$ cat config.mk
export PLATFORM = sky130hd
export DESIGN_NAME = wb_arbiter
export DESIGN_NICKNAME = d
export VERILOG_FILES = /design/src/rtl/wb_arbiter.sv
export SDC_FILE = /design/constraint.sdc
export NUM_CORES = 1
export LEC_CHECK = 0
export BUFFER_PORTS_ARGS = -buffer_cell sky130_fd_sc_hd__buf_2
export CAP_MARGIN = 5
export CORE_AREA = 2 2 118 120
export CTS_BUF_LIST = sky130_fd_sc_hd__clkbuf_2
export CTS_CLUSTER_SIZE = 14
export DETAILED_ROUTE_END_ITERATION = 7
export DIE_AREA = 0 0 120 122
export GPL_ROUTABILITY_DRIVEN = 0
export PLACE_DENSITY_LB_ADDON = 0.25
export SYNTH_ARGS = -nofsm -noshare
export SYNTH_HDL_FRONTEND = slang
export SYNTH_SLANG_ARGS = --single-unit
$ cat constraint.sdc
create_clock -name clk -period 2.8 [get_ports clk]
set_input_delay 0.14 -clock clk [delete_from_list [all_inputs] [get_ports clk]]
set_output_delay 0.14 -clock clk [all_outputs]
set_load 0.02 [all_outputs]
$ cat src/rtl/wb_arbiter.sv
// wb_arbiter: writeback scheduler for the integer register file.
// Arbitrates NSRC writeback sources onto the single register-file write
// port (one registered write per cycle) and tracks a busy scoreboard of
// destination registers so issue can stall on RAW/WAW hazards.
// Build option: define WB_ARB_RR_EN for round-robin arbitration; when it is
// undefined, fixed priority is used (lowest index wins, source 0 = ALU).
module wb_arbiter #(
  parameter int NSRC = 3,
  parameter int XLEN = 64
) (
  input  logic                 clk,
  input  logic                 rst_n,
  input  logic [NSRC-1:0]      src_valid,
  input  logic [5*NSRC-1:0]    src_rd,
  input  logic [XLEN*NSRC-1:0] src_data,
  output logic [NSRC-1:0]      src_ready,
  output logic                 rf_we,
  output logic [4:0]           rf_rd,
  output logic [XLEN-1:0]      rf_data,
  input  logic                 iss_valid,
  input  logic [4:0]           iss_rd,
  output logic                 iss_ready,
  input  logic [4:0]           chk_rs1,
  input  logic [4:0]           chk_rs2,
  output logic                 rs1_busy,
  output logic                 rs2_busy,
  input  logic                 flush
);

  localparam int PTR_W = (NSRC > 1) ? $clog2(NSRC) : 1;

  // Stage p0: grant and selected source
  logic [NSRC-1:0] gnt_p0;
  logic            xfer_p0;
  logic [4:0]      rd_p0;
  logic [XLEN-1:0] data_p0;

  // Stage p1: registered write port
  logic            vld_p1;
  logic [4:0]      rd_p1;
  logic [XLEN-1:0] data_p1;

  // Scoreboard; bit 0 is held at zero so x0 never reads busy
  logic [31:0]     busy_q;
  logic [31:0]     busy_d;
  logic            iss_fire;

`ifdef WB_ARB_RR_EN
  logic [PTR_W-1:0] ptr_q;
  logic [PTR_W-1:0] gnt_idx_p0;
  logic [PTR_W-1:0] cand_p0;
  logic             found_p0;

  // Round-robin: scan from the slot after the last winner and grant the first valid source.
  always_comb begin
    gnt_p0     = '0;
    gnt_idx_p0 = ptr_q;
    cand_p0    = ptr_q;
    found_p0   = 1'b0;
    for (int k = 1; k <= NSRC; k++) begin
      cand_p0 = PTR_W'((int'(ptr_q) + k) % NSRC);
      if (!found_p0 && src_valid[cand_p0]) begin
        gnt_p0[cand_p0] = 1'b1;
        gnt_idx_p0      = cand_p0;
        found_p0        = 1'b1;
      end
    end
  end

  // Pointer remembers the last granted source; it restarts so source 0 is searched first.
  always_ff @(posedge clk or negedge rst_n) begin
    if (!rst_n) begin
      ptr_q <= PTR_W'(NSRC - 1);
    end else if (xfer_p0) begin
      ptr_q <= gnt_idx_p0;
    end
  end
`else
  logic found_p0;

  // Fixed priority: the lowest-indexed valid source wins.
  always_comb begin
    gnt_p0   = '0;
    found_p0 = 1'b0;
    for (int i = 0; i < NSRC; i++) begin
      if (!found_p0 && src_valid[i]) begin
        gnt_p0[i] = 1'b1;
        found_p0  = 1'b1;
      end
    end
  end
`endif

  // The grant is only ever raised for a valid source, so any grant is a transfer.
  assign src_ready = gnt_p0;
  assign xfer_p0   = |gnt_p0;

  // Select the winning source's destination and result for the write stage.
  always_comb begin
    rd_p0   = '0;
    data_p0 = '0;
    for (int i = 0; i < NSRC; i++) begin
      if (gnt_p0[i]) begin
        rd_p0   = src_rd[5*i +: 5];
        data_p0 = src_data[XLEN*i +: XLEN];
      end
    end
  end

  // Stage p0 -> p1
  // Register the write port; x0 writebacks are consumed but never raise the enable.
  always_ff @(posedge clk or negedge rst_n) begin
    if (!rst_n) begin
      vld_p1  <= 1'b0;
      rd_p1   <= '0;
      data_p1 <= '0;
    end else if (xfer_p0) begin
      vld_p1  <= (rd_p0 != 5'd0);
      rd_p1   <= rd_p0;
      data_p1 <= data_p0;
    end else begin
      vld_p1  <= 1'b0;
    end
  end

  assign rf_we   = vld_p1;
  assign rf_rd   = rd_p1;
  assign rf_data = data_p1;

  assign iss_ready = ~busy_q[iss_rd];
  assign rs1_busy  = busy_q[chk_rs1];
  assign rs2_busy  = busy_q[chk_rs2];
  assign iss_fire  = iss_valid && iss_ready && (iss_rd != 5'd0);

  // Next scoreboard: commit clears, issue sets (set applied last so it wins), flush wipes all.
  always_comb begin
    busy_d = busy_q;
    if (vld_p1) begin
      busy_d[rd_p1] = 1'b0;
    end
    if (iss_fire) begin
      busy_d[iss_rd] = 1'b1;
    end
    if (flush) begin
      busy_d = '0;
    end
    busy_d[0] = 1'b0;
  end

  // Scoreboard register.
  always_ff @(posedge clk or negedge rst_n) begin
    if (!rst_n) begin
      busy_q <= '0;
    end else begin
      busy_q <= busy_d;
    end
  end

endmodule

# Yosys cells after proc, flatten, opt, wreduce, memory -nomap -nowiden
# Index checks and enable logic that the tools add are counted.
[word_totals] ramBits=0 wordCells=49 latchBits=0 reg_bits=101 romBits=0 n_memories=0
[op_classes] add_sub_neg=0 n_mul=0 n_div=0 magnitude_cmp=6 eq_ne=0 n_reduce_logical=11 muxes=24 n_shift=0 n_bitwise=4
[op_table] operator="64-bit two-way mux" n=3
[op_table] operator="32-bit two-way mux" n=3
[op_table] operator="32-bit bitwise AND" n=1
[op_table] operator="32-bit NOT" n=1
[op_table] operator="32-bit OR" n=1
[op_table] operator="5-bit by 6-bit less-than comparator with 1-bit output (second input constant)" n=4
[op_table] operator="1-bit binary-select mux with 5-bit select" n=3
[op_table] operator="5-bit two-way mux" n=3
[op_table] operator="1-bit demux with 5-bit select" n=2
[op_table] operator="5-bit by 1-bit >= comparator with 1-bit output (second input constant)" n=2
[op_table] operator="1-bit two-way mux" n=10
[op_table] operator="5-bit nonzero test" n=2
[op_table] operator="1-bit logical AND" n=6
[op_table] operator="3-bit OR reduction" n=1
[op_table] operator="1-bit zero test" n=2
[op_table] operator="1-bit NOT" n=1

# Depth between registers and ports, before layout
# Gate-level depths: netlist of run 1.
[logic_depth] ltp_word=10 mapped_depth=7 ltp_nobuf=5

# Worst setup path before layout of run 1
# No wires, ideal clock.
[synth_path] path_type="reg2out" start="reg busy_q[9]" end="out iss_ready" required_ps=2660 path_buffers=0 t_arrival_ps=1809 slack_ps=851 stages_incl_launch_ff=5 path_cell_list="dfrtp_1 -> mux4_1 -> nor3_1 -> nor4_1 -> nor4_1"
[synth_between] elab_chain_len=3
[synth_lines] item="start, declared" line_no="44" text="logic [31:0] busy_q;"
[synth_lines] item="start signal, assigned" line_no="155" text="busy_q <= busy_d;"
[synth_lines] item="1-bit binary-select mux with 5-bit select" line_no="130" text="assign iss_ready = ~busy_q[iss_rd];"
[synth_lines] item="1-bit two-way mux (not written as such)" line_no="130"
[synth_lines] item="1-bit NOT" line_no="130"
[synth_lines] item="end, declared" line_no="22" text="output logic iss_ready,"
# No other way between the ends. The select of a mux whose other input is x is not followed.

# Worst setup path after layout of run 1
[layout_path] start="reg busy_q[13]" end="reg busy_q[14]"
[layout_between] elab_chain_len=7
[layout_lines] item="1-bit binary-select mux with 5-bit select" line_no="130"
[layout_lines] item="1-bit two-way mux (not written as such)" line_no="130"
[layout_lines] item="1-bit NOT" line_no="130"
[layout_lines] item="1-bit logical AND (2 in a row)" line_no="133" text="assign iss_fire = iss_valid && iss_ready && (iss_rd != 5'd0);"
[layout_lines] item="32-bit two-way mux" line_no="141" text="if (iss_fire) begin"
[layout_lines] item="32-bit two-way mux" line_no="144" text="if (flush) begin"
[layout_lines] item="via busy_d[14]" line_no="45" text="logic [31:0] busy_d;"
# The timed path passes the listed nets, and every way through them passes these cells. The select of a mux whose other input is x is not followed.
# A chain may end at the register's enable or synchronous reset.

==> results of run 1 <==
-- cell usage in the layout (no fill, tap or decap), types with 15 or more instances in the layout --
| cell type | Yosys | layout |
|---|---|---|
| sky130_fd_sc_hd__mux2i_1 | 43 | 43 |
| sky130_fd_sc_hd__a21oi_1 | 72 | 72 |
| sky130_fd_sc_hd__nand2_1 | 65 | 65 |
| sky130_fd_sc_hd__dfrtp_1 | 101 | 101 |
| sky130_fd_sc_hd__buf_2 | 12 | 303 |
| sky130_fd_sc_hd__a22oi_1 | 20 | 20 |
| sky130_fd_sc_hd__nand3b_1 | 15 | 15 |
| sky130_fd_sc_hd__nor2_1 | 44 | 44 |
| sky130_fd_sc_hd__o22ai_1 | 52 | 52 |
| sky130_fd_sc_hd__o21ai_0 | 63 | 63 |
| sky130_fd_sc_hd__dlygate4sd3_1 | 0 | 183 |
| sky130_fd_sc_hd__mux4_2 | 16 | 16 |
-- power breakdown --
part | switching, W | leakage [nW] | internal, W
Sequential | 0.0000912 | 1.25 | 0.00156
Combinational | 0.000589 | 3.11 | 0.000571
Clock | 0.000503 | 0.0857 | 0.000299
Total | 0.00118 | 4.45 | 0.00243
-- worst min-delay path by stage --
stage                   start     endpoint  slack, ps
floorplan               rst_n   busy_q[10]       -160
global placement        rst_n  rf_data[15]        250
detailed placement      rst_n   rf_data[3]        250
CTS                 iss_rd[0]   busy_q[13]         20
global route        iss_rd[0]   busy_q[15]         70
finish                  rst_n   rf_data[7]         70
-- stage by stage --
stage | instance area, um2 | utilization
2_1_floorplan | 5960 | -
3_3_place_gp | 7540 | 0.559
3_5_place_dp | 7540 | 0.559
4_1_cts | 9510 | 0.704
5_1_grt | 9520 | 0.705
6_report | 9520 | 0.705
-- kinds of logic (layout without fill, tap and decap cells) --
kind of cell    count (synthesis)  in the layout  synth area share
compound gates                237            237             0.233
simple gates                  178            178             0.147
flops                         101            101             0.424
mux                            65             65             0.151
buf+inv                        63            519            0.0447
other cells                     0              5                 0
-- worst register-to-register path: stages (launching register included) --
cell                            delay, ps
sky130_fd_sc_hd__dfrtp_1              480
sky130_fd_sc_hd__mux4_1               570
sky130_fd_sc_hd__nor3_2               260
sky130_fd_sc_hd__nand2_1               80
sky130_fd_sc_hd__dlygate4sd3_1        550
sky130_fd_sc_hd__a21oi_1              120
sky130_fd_sc_hd__dlygate4sd3_1        570
-- sequential cells by signal, indices dropped and copies added (netlist names) --
register,flops
rf_data,64
busy_q,31
rf_rd,5
rf_we,1
-- area by class of cell --
class                           count  area [um2]
Fill cell                         977        3980
Timing Repair Buffer              494        3420
Multi-Input combinational cell    480        3170
Sequential cell                   101        2530
Tap cell                          180         225
Clock inverter                      5        75.1
Clock buffer                       11        55.1
Inverter                            9        33.8
Antenna cell                        5        12.5
-- timing repair --
item                                    CTS  global route
gates resized for setup                   0             1
hold endpoints to repair                152             0
endpoints found under the setup margin    0             1
hold buffers                            183             0
-- per-layer routing --
| metal | up-vias | track usage |
|---|---|---|
| met3 | 118 | 0.0801 |
| met1 | 3530 | 0.420 |
| met4 | 0 | 0.181 |
| met5 | - | 0 |
| li1 | 3300 | - |
| met2 | 450 | 0.581 |
==> run_results.csv, run 1 <==
group,metric,value,unit
run_status,outcome,"finished, final reports clean",
sta,post-route-period-util,0.948,
logic_synthesis,number_of_warnings_reported_in_the_yosys_synthesis_log,0,
clock_tree,cts_post_setup_buffers_inserted,0,
worst_setup_path,critical_path_capture_point_type,"flop",
worst_setup_path,crit_cells,6,
drt,detail_route.iter0.violations,708,
worst_setup_path,path_cells,"mux4_1, nor3_2, nand2_1, dlygate4sd3_1, a21oi_1, dlygate4sd3_1",
worst_setup_path,cp_data_required_time,3380,ps
sta,report.final.slew_viol_count,0,
drt,first_pass_iters,5,
clock_tree,clkSinkCount,101,
clock_tree,cts_buffers,9,
sta,layout_setup_ws,146,ps
drt,maxUsedRoutingLayer,"met4",
die,die_width,120,um
clock_tree,root_buffer,"sky130_fd_sc_hd__clkbuf_2",
global_route,wire_length_of_the_first_global_routing_pass,39500,um
logic_synthesis,synth.distinct_cells,45,
logic_synthesis,synth_seq_cells,101,
drt,drt-vias-per-instance,5.76,
place,dpl.cell_count,1081,
worst_setup_path,critical_path.endpoint,"busy_q[14]",
sta,fin_hold_ws,74.0,ps
global_route,globalRoute.totalOverflow,0,
clock_tree,clock_latency_on_the_worst_skew_pair,640,ps
layout,nets,1324,
sta,worstMarginPinSlew,880,ps
die,initial_utilization,0.442,
drt,met2WireLength,12500,um
global_route,grt_start_max_net_pins,86,
clock_tree,htree_levels,3,
clock_tree,cts_tree,"yes",
worst_setup_path,critPathMostFrequentCell,"sky130_fd_sc_hd__dlygate4sd3_1",
sta,finalWorstPathRequiredPeriod,2650,ps
sta,finalSetupViolCount,0,
drt,detail_route.wirelength.met1,9300,um
worst_setup_path,cp-startpoint,"busy_q[13]",
logic_synthesis,post_synth.cell_area_avg,9.26,um2
worst_setup_path,start_kind,"flop",
logic_synthesis,yosys.cell_count.top_type,"sky130_fd_sc_hd__dfrtp_1",
worst_setup_path,timing.critical_path.max_delay_family,"buffers and inverters",
global_route,first_global_vias,7605,
layout,syn2layout_area_growth,59.7,%
sta,tns,0,ps
logic_synthesis,most_frequently_used_flop_master_after_synthesis,"sky130_fd_sc_hd__dfrtp_1",
logic_synthesis,synthTopCellsByArea,"sky130_fd_sc_hd__dfrtp_1 (42%), sky130_fd_sc_hd__mux2i_1 (7.2%), sky130_fd_sc_hd__a21oi_1 (6.0%)",
sta,rsz0062_at_grt,"no",
layout,drive_above_1_share,0.326,
global_route,grt_antenna_before_repair,4,
sta,clock.fmax,377,MHz
power_and_ir_drop,report.power.total,0.00361,W
global_route,grt_util_all_layers,0.348,
worst_setup_path,worst-r2r-cell-count,6,
worst_setup_path,worstReg2RegStart,"busy_q[13]",
die,io_pins,305,
logic_synthesis,synthTopCellsByCount,"sky130_fd_sc_hd__dfrtp_1 (101), sky130_fd_sc_hd__a21oi_1 (72), sky130_fd_sc_hd__nand2_1 (65)",
logic_synthesis,synth_edf_count,0,
drt,detail_route.drc_violations,0,
logic_synthesis,syn_nets,873,
die,die-area,14600,um2
sta,hold_violations,0,
worst_setup_path,path_class,"flop to flop",
sta,relSlewSlack,0.412,
worst_setup_path,timing.critical_path.fanout_max,4,
logic_synthesis,netlist.top_cell.by_area,"sky130_fd_sc_hd__dfrtp_1",
sta,worst_clock_skew,62.6,ps
place,hpwlAfterDp,15300,um
drt,met3_wirelength,2110,um
logic_synthesis,synth.cell_area,5960,um2
logic_synthesis,synthArstFlopShare,1.00,
place,portBuffers,304,
drt,ant_nets,0,
power_and_ir_drop,peakVddDrop,0.235,mV
job,cap_viol_max_count,0,
drt,routed-via-count,7398,
power_and_ir_drop,total_leakage_power,4.45,nW
logic_synthesis,netlist.area_leader.share,0.424,
clock_tree,worst_setup_hold_path_clk_slew,290,ps
logic_synthesis,post_synth_inst_count,644,
drt,wl_per_cell,19.7,um
layout,layoutNonFillerInstCount,1285,
worst_setup_path,timing.reg2reg.setup_slack,150,ps
worst_setup_path,rr_endpoint,"busy_q[14]",
power_and_ir_drop,cellPowerDensity,379,nW/um2
worst_setup_path,arrival,3230,ps
worst_setup_path,cp_slowest_cell,"sky130_fd_sc_hd__mux4_1",
min_path,path_class_of_the_lowest_slack_min_delay_path,"input port to async pin",
drt,final_wirelength,25300,um
die,die_y,122,um
worst_setup_path,timing.critical_path.buf_inv,2,
logic_synthesis,synth.yosys.seq_area_share,0.424,
place,preCtsSetupSlack,797,ps
worst_setup_path,slowest_delay,570,ps
clock_tree,ctsLongestPathBuffers,2,
die,fp-row-count,43,
die,core_region_area,13500,um2
No activity file was read; power rests on OpenSTA's default activity.
==> run 2, diff against run 1 <==
--- a/config.mk
+++ b/config.mk
@@ -14,6 +14,7 @@
 export DIE_AREA = 0 0 120 122
 export GPL_ROUTABILITY_DRIVEN = 0
 export PLACE_DENSITY_LB_ADDON = 0.25
+export RECOVER_POWER = 25
 export SYNTH_ARGS = -nofsm -noshare
 export SYNTH_HDL_FRONTEND = slang
 export SYNTH_SLANG_ARGS = --single-unit
==> run 2 against run 1 <==
  * Fmax up 0.22%
  * Total power is essentially flat
  * Via count increased by 0.50%
  * Utilization shrank 0.11 points
  * Register-to-register slack is essentially flat
  * Die area did not move
  * Hold slack better by 5.4 ps
  * Wire length rose by 0.23%
==> run_results.csv, run 2 (synthesized netlist as in run 1, its figures left out) <==
group,metric,value,unit
layout,layout_filler_cell_count,980,
power_and_ir_drop,netSwitchingFraction,0.329,
global_route,globalRoute.totalOverflow,0,
sta,clock.fmax,378,MHz
worst_setup_path,timing.critical_path.max_delay_family,"buffers and inverters",
global_route,use_met2,0.581,
min_path,worst_hold_start,"iss_rd[0]",
power_and_ir_drop,peakVddDrop,0.235,mV
min_path,min_delay_worst_endpoint,"busy_q[13]",
sta,rsz0062_at_grt,"no",
power_and_ir_drop,seq_power_share,0.457,
min_path,path_class_of_the_lowest_slack_min_delay_path,"input port to flop",
layout,nets,1324,
die,die_y,122,um
layout,largest_reg_flops,64,
power_and_ir_drop,total_leakage_power,4.45,nW
place,detailed_place.area,7540,um2
power_and_ir_drop,internal-power,0.00243,W
sta,worstMarginPinSlew,1420,ps
drt,detail_route.iter0.violations,699,
die,initial_utilization,0.442,
worst_setup_path,cp_slowest_cell,"sky130_fd_sc_hd__dlygate4sd3_1",
power_and_ir_drop,clockPowerShare,0.223,
power_and_ir_drop,netSwitchingPower,0.00119,W
worst_setup_path,slowest_delay,570,ps
worst_setup_path,cp_data_required_time,3380,ps
clock_tree,clock_latency_on_the_worst_skew_pair,650,ps
global_route,grt_start_max_net_pins,86,
worst_setup_path,crit_cells,6,
layout,most_common_cell_after_layout_fill_and_taps_aside,"sky130_fd_sc_hd__buf_2",
worst_setup_path,timing.reg2reg.setup_slack,150,ps
worst_setup_path,timing.critical_path.fanout_max,4,
die,die_width,120,um
drt,wl_per_cell,19.7,um
run_status,outcome,"finished, final reports clean",
global_route,grt_busiest_layer,"met2",
global_route,grt_util_all_layers,0.348,
worst_setup_path,rr_endpoint,"busy_q[14]",
sta,fin_hold_ws,79.4,ps
worst_setup_path,worst-r2r-cell-count,6,
worst_setup_path,path_class,"flop to flop",
clock_tree,cts_buffers,9,
job,cap_viol_max_count,0,
power_and_ir_drop,power_frac_comb,0.320,
layout,final_cell_area,9510,um2
sta,tns,0,ps
layout,drive_above_1_share,0.326,
global_route,wire_length_of_the_first_global_routing_pass,39500,um
drt,final_wirelength,25300,um
global_route,global_route.usage.met1,0.420,
sta,finalSetupViolCount,0,
clock_tree,ctsLongestPathBuffers,2,
drt,first_pass_iters,6,
worst_setup_path,arrival,3230,ps
clock_tree,htree_levels,3,
drt,drt-vias-per-instance,5.78,
min_path,holdPathStages,5,
sta,report.final.slew_viol_count,0,
global_route,grt_util_met3,0.0801,
clock_tree,cts_tree,"yes",
drt,ant_nets,0,
die,io_pins,305,
sta,relSlewSlack,0.0515,
drt,routed-via-count,7435,
power_and_ir_drop,cellPowerDensity,380,nW/um2
place,hpwlAfterDp,15300,um
worst_setup_path,critPathMostFrequentCell,"sky130_fd_sc_hd__dlygate4sd3_1",
drt,detail_route.drc_violations,0,
layout,ff_latch_area,2530,um2
worst_setup_path,critical_path_capture_point_type,"flop",
die,core_region_area,13500,um2
place,portBuffers,304,
global_route,first_global_vias,7605,
layout,syn2layout_area_growth,59.5,%
die,die-area,14600,um2
sta,finalWorstPathRequiredPeriod,2650,ps
clock_tree,clkSinkCount,101,
worst_setup_path,start_kind,"flop",
worst_setup_path,timing.critical_path.buf_inv,2,
sta,hold_violations,0,
die,fp-row-count,43,
worst_setup_path,path_cells,"mux4_1, nor3_2, nand2_1, dlygate4sd3_1, a21oi_1, dlygate4sd3_1",
sta,post-route-period-util,0.946,
sta,worst_clock_skew,66.0,ps
worst_setup_path,worstReg2RegStart,"busy_q[13]",
layout,mostFrequentLayoutCells,"sky130_fd_sc_hd__buf_2 (303), sky130_fd_sc_hd__dlygate4sd3_1 (183), sky130_fd_sc_hd__dfrtp_1 (101)",
layout,multi_input_area,3170,um2
clock_tree,cts_post_setup_buffers_inserted,0,
clock_tree,worst_setup_hold_path_clk_slew,260,ps
clock_tree,root_buffer,"sky130_fd_sc_hd__clkbuf_2",
global_route,grt_antenna_before_repair,4,
## run 2: changes by cell type in the layout (fill, tap and decap cells not counted), sizes merged
| cell | change |
|---|---|
| buf | -2 |
| diode | +1 |
| clkbuf | +2 |
## run 2: worst reg2reg max path, cell delays in order (launching register included)
cell                            delay (ps)
sky130_fd_sc_hd__dfrtp_1               480
sky130_fd_sc_hd__mux4_1                560
sky130_fd_sc_hd__nor3_2                260
sky130_fd_sc_hd__nand2_1                80
sky130_fd_sc_hd__dlygate4sd3_1         550
sky130_fd_sc_hd__a21oi_1               120
sky130_fd_sc_hd__dlygate4sd3_1         570
## run 2: repair_timing
action / CTS / global route
endpoints found under the hold margin: 152 / 0
gates resized for setup: 0 / 1
setup endpoints to repair: 0 / 1
hold buffers: 183 / 0
## run 2: power groups by stage
| stage | Combinational [W] | Sequential, W | Clock [W] |
|---|---|---|---|
| finish | 0.00116 | 0.00165 | 0.000805 |
| global route | 0.00124 | 0.00166 | 0.000878 |
| CTS | 0.00111 | 0.00164 | 0.000810 |
| detailed placement | 0.000853 | 0.00166 | 0 |
| global placement | 0.000843 | 0.00166 | 0 |
| floorplan | 0.000362 | 0.00176 | 0 |
## run 2: stage by stage
stage | power (W) | worst slack (ps) | util | cells
2_1_floorplan | 0.00212 | 851 | - | 644
6_report | 0.00361 | 152 | 0.704 | 1286
3_3_place_gp | 0.00250 | 812 | 0.559 | 1081
5_1_grt | 0.00378 | 40.4 | 0.704 | 1284
3_5_place_dp | 0.00251 | 797 | 0.559 | 1081
4_1_cts | 0.00356 | 22.9 | 0.704 | 1280
## run 2: layer usage
metal | vias to the layer above | share of wire | wire (um)
met5 | - | 0 | 0
met4 | 0 | 0.053 | 1340
met3 | 122 | 0.085 | 2160
met2 | 446 | 0.49 | 12500
met1 | 3567 | 0.37 | 9330
li1 | 3300 | - | -
## run 2: area by class of cell
| class | count | share of cell area |
|---|---|---|
| Timing Repair Buffer | 494 | 0.358 |
| Multi-Input combinational cell | 480 | 0.334 |
| Sequential cell | 101 | 0.266 |
| Tap cell | 180 | 0.0237 |
| Clock inverter | 5 | 0.00789 |
| Clock buffer | 11 | 0.00579 |
| Inverter | 9 | 0.00355 |
| Antenna cell | 6 | 0.00158 |
## run 2: how the worst max path moves through the flow
stage,start,to
final,busy_q[13],busy_q[14]
after global routing,busy_q[13],busy_q[14]
after CTS,busy_q[13],busy_q[14]
after detailed placement,iss_rd[1],iss_ready
after global placement,iss_rd[1],iss_ready
after floorplan,busy_q[9],iss_ready
==> run 3, diff against run 2 <==
--- a/config.mk
+++ b/config.mk
@@ -5,13 +5,13 @@
 export SDC_FILE = /design/constraint.sdc
 export NUM_CORES = 1
 export LEC_CHECK = 0
-export BUFFER_PORTS_ARGS = -buffer_cell sky130_fd_sc_hd__buf_2
 export CAP_MARGIN = 5
-export CORE_AREA = 2 2 118 120
+export CORE_AREA = 2 2 120 122
 export CTS_BUF_LIST = sky130_fd_sc_hd__clkbuf_2
 export CTS_CLUSTER_SIZE = 14
 export DETAILED_ROUTE_END_ITERATION = 7
-export DIE_AREA = 0 0 120 122
+export DIE_AREA = 0 0 122 124
+export DONT_BUFFER_PORTS = 1
 export GPL_ROUTABILITY_DRIVEN = 0
 export PLACE_DENSITY_LB_ADDON = 0.25
 export RECOVER_POWER = 25
==> run 3 against run 2 <==
  * Synthesized cell count stayed put
  * The flow now stops in 4_1_cts
  * Area after synthesis unchanged
==> run_results.csv, run 3 <==
group,metric,value,unit
logic_synthesis,post_synth.cell_area_avg,9.26,um2
clock_tree,clkSinkCount,101,
clock_tree,ctsLongestPathBuffers,2,
logic_synthesis,synth_edf_count,0,
clock_tree,post_cts.resized_instances,0,
clock_tree,cts_post_setup_buffers_inserted,0,
logic_synthesis,most_frequently_used_flop_master_after_synthesis,"sky130_fd_sc_hd__dfrtp_1",
logic_synthesis,synth.cell_area,5960,um2
clock_tree,hold_buffer_count_at_cts,160,
run_status,outcome,"did not finish",
logic_synthesis,synthTopCellsByArea,"sky130_fd_sc_hd__dfrtp_1 (42%), sky130_fd_sc_hd__mux2i_1 (7.2%), sky130_fd_sc_hd__a21oi_1 (6.0%)",
logic_synthesis,yosys.cell_count.top_type,"sky130_fd_sc_hd__dfrtp_1",
logic_synthesis,post_synth_inst_count,644,
clock_tree,root_buffer,"sky130_fd_sc_hd__clkbuf_2",
logic_synthesis,netlist.top_cell.by_area,"sky130_fd_sc_hd__dfrtp_1",
logic_synthesis,synth.distinct_cells,45,
die,io_pins,305,
clock_tree,cts_buffers,9,
die,fp-row-count,43,
clock_tree,htree_levels,3,
logic_synthesis,number_of_warnings_reported_in_the_yosys_synthesis_log,0,
place,portBuffers,0,
logic_synthesis,synthTopCellsByCount,"sky130_fd_sc_hd__dfrtp_1 (101), sky130_fd_sc_hd__a21oi_1 (72), sky130_fd_sc_hd__nand2_1 (65)",
die,initial_utilization,0.435,
die,die_width,122,um
place,hpwlAfterDp,14300,um
logic_synthesis,synthArstFlopShare,1.00,
run_status,run.stop_error,"[ERROR RSZ-0060] Max buffer count reached.",
logic_synthesis,synth_seq_cells,101,
logic_synthesis,syn_nets,873,
die,die_y,124,um
logic_synthesis,synth.yosys.seq_area_share,0.424,
logic_synthesis,netlist.area_leader.share,0.424,
run_status,last_stage_reached,"4_1_cts",
==> run 3: stage by stage <==
step	util	instance area, um2	hold slack, ps	instances	setup WS (ps)
2_1_floorplan	-	5960	-156	644	851
3_3_place_gp	0.436	5980	-154	773	946
3_5_place_dp	0.436	5980	-153	773	945
==> run 3: cells by family after synthesis <==
family / Yosys count / synth area share
simple gates: 178 / 0.147
compound gates: 237 / 0.233
buf+inv: 63 / 0.0447
mux: 65 / 0.151
flops: 101 / 0.424
==> run 4, diff against run 3 <==
==> config.mk (replaced) <==
export PLATFORM = sky130hd
export DESIGN_NAME = wb_arbiter
export DESIGN_NICKNAME = d
export VERILOG_FILES = /design/src/rtl/wb_arbiter.sv
export SDC_FILE = /design/constraint.sdc
export NUM_CORES = 1
export LEC_CHECK = 0
export CAP_MARGIN = 5
export CORE_MARGIN = 1
export CORE_UTILIZATION = 40
export DETAILED_ROUTE_END_ITERATION = 7
export DONT_BUFFER_PORTS = 1
export GPL_ROUTABILITY_DRIVEN = 0
export PLACE_DENSITY_LB_ADDON = 0.15
export RECOVER_POWER = 25
export SYNTH_ARGS = -nofsm -noshare
export SYNTH_HDL_FRONTEND = slang
export SYNTH_SLANG_ARGS = --single-unit
==> run 4 against run 3 <==
  * The run now ends clean
==> run_results.csv, run 4 (synthesized netlist as in run 1, its figures left out) <==
group,metric,value,unit
run_status,outcome,"finished, final reports clean",
global_route,grt_antenna_before_repair,1,
die,initial_utilization,0.410,
layout,nets,954,
drt,drt-vias-per-instance,6.32,
sta,relSlewSlack,0.0717,
drt,final_wirelength,21100,um
drt,ant_nets,0,
place,dpl.cell_count,777,
drt,first_pass_iters,5,
place,hpwlAfterDp,13700,um
worst_setup_path,path_class,"flop to output pin",
worst_setup_path,critical_path_capture_point_type,"output pin",
min_path,path_class_of_the_lowest_slack_min_delay_path,"input port to flop",
min_path,worst_hold_start,"src_data[66]",
sta,post-route-period-util,0.803,
clock_tree,cts_post_setup_buffers_inserted,0,
die,die_width,124,um
drt,detail_route.iter0.violations,500,
clock_tree,cts_tree,"yes",
die,core_region_area,14500,um2
layout,most_common_cell_after_layout_fill_and_taps_aside,"sky130_fd_sc_hd__dlygate4sd3_1",
sta,worst_clock_skew,3.68,ps
layout,ff_latch_area,2530,um2
layout,multi_input_area,3170,um2
worst_setup_path,cp-startpoint,"busy_q[3]",
layout,layoutNonFillerInstCount,915,
sta,finalWorstPathRequiredPeriod,2250,ps
layout,largest_reg_flops,64,
layout,layout_filler_cell_count,1330,
worst_setup_path,arrival,2110,ps
job,cap_viol_max_count,0,
layout,syn2layout_area_growth,26.1,%
layout,final_cell_area,7520,um2
clock_tree,ctsLongestPathBuffers,2,
die,fp-row-count,44,
drt,wl_per_cell,23.0,um
worst_setup_path,start_kind,"flop",
worst_setup_path,cp_data_required_time,2660,ps
sta,tns,0,ps
die,die_y,124,um
global_route,grt_start_max_net_pins,102,
die,die-area,15400,um2
die,io_pins,305,
drt,routed-via-count,5779,
power_and_ir_drop,cellPowerDensity,487,nW/um2
worst_setup_path,timing.critical_path.fanout_max,5,
clock_tree,clkSinkCount,101,
global_route,grt_util_all_layers,0.273,
power_and_ir_drop,total_leakage_power,3.04,nW
clock_tree,cts_buffers,9,
sta,finalSetupViolCount,0,
sta,hold_violations,0,
place,portBuffers,0,
power_and_ir_drop,peakVddDrop,0.287,mV
global_route,first_global_vias,5708,
sta,rsz0062_at_grt,"no",
sta,fin_hold_ws,3.85,ps
sta,report.final.slew_viol_count,0,
sta,worstMarginPinSlew,1390,ps
clock_tree,root_buffer,"sky130_fd_sc_hd__clkbuf_16",
sta,clock.fmax,445,MHz
clock_tree,clock_latency_on_the_worst_skew_pair,350,ps
global_route,globalRoute.totalOverflow,0,
clock_tree,htree_levels,3,
layout,mostFrequentLayoutCells,"sky130_fd_sc_hd__dlygate4sd3_1 (119), sky130_fd_sc_hd__dfrtp_1 (101), sky130_fd_sc_hd__a21oi_1 (72)",
place,detailed_place.area,5980,um2
global_route,wire_length_of_the_first_global_routing_pass,31000,um
worst_setup_path,worstReg2RegStart,"rf_rd[1]",
layout,drive_above_1_share,0.0712,
clock_tree,worst_setup_hold_path_clk_slew,70,ps
drt,detail_route.drc_violations,0,
-- run 4: per-stage QoR --
step	worst slack (ps)	total power [W]	util
floorplan	851	0.00212	-
global placement	1000	0.00215	0.412
detailed placement	1010	0.00215	0.412
CTS	614	0.00368	0.518
global route	488	0.00382	0.517
finish	551	0.00366	0.517
-- run 4: power by group --
part	switching, W	leakage [nW]	internal, W	total, W
clock	0.000598	0.149	0.000708	0.00131
combinational	0.000265	1.64	0.000306	0.000571
sequential	0.000228	1.25	0.00155	0.00178
total	0.00109	3.04	0.00257	0.00366
-- run 4: worst max-delay path, stage by stage, from the launching register on --
cell and delay (ps):
sky130_fd_sc_hd__dfrtp_1 420, sky130_fd_sc_hd__mux2_2 280, sky130_fd_sc_hd__a211oi_1 400, sky130_fd_sc_hd__nor4_1 130
sky130_fd_sc_hd__nor4_1 330, sky130_fd_sc_hd__buf_4 200
-- run 4: cell type report --
class                      instances  area share
clock buffer                       9      0.0300
clock inverter                     7      0.0107
tap                              184      0.0306
antenna                            1    0.000333
multi-input combinational        480       0.422
sequential                       101       0.336
inverter                           9     0.00449
timing repair buffer             124       0.166
-- run 4: layer usage --
layer | up-vias | wire (um) | track usage
li1 | 2565 | - | -
met1 | 2848 | 8080 | 0.329
met2 | 308 | 10500 | 0.443
met3 | 58 | 1680 | 0.0801
met4 | 0 | 820 | 0.135
met5 | - | 0 | 0
-- run 4: repair_timing --
item	in CTS	in global routing
hold endpoints to repair	196	0
resized for setup	0	0
setup endpoints to repair	0	0
hold buffers	121	0
-- run 4: worst paths after layout --
| kind | endpoint | slack (ps) | depth (start not counted) |
|---|---|---|---|
| min in group asynchronous | rf_data[14] | 670 | 2 |
| worst max-delay path | iss_ready | 550 | 5 |
| worst min register to register | busy_q[16] | 570 | 2 |
| worst max register to register | busy_q[2] | 1050 | 3 |
| max in group asynchronous | rf_we | 1250 | 2 |
| worst min-delay path | rf_data[2] | 4 | 2 |
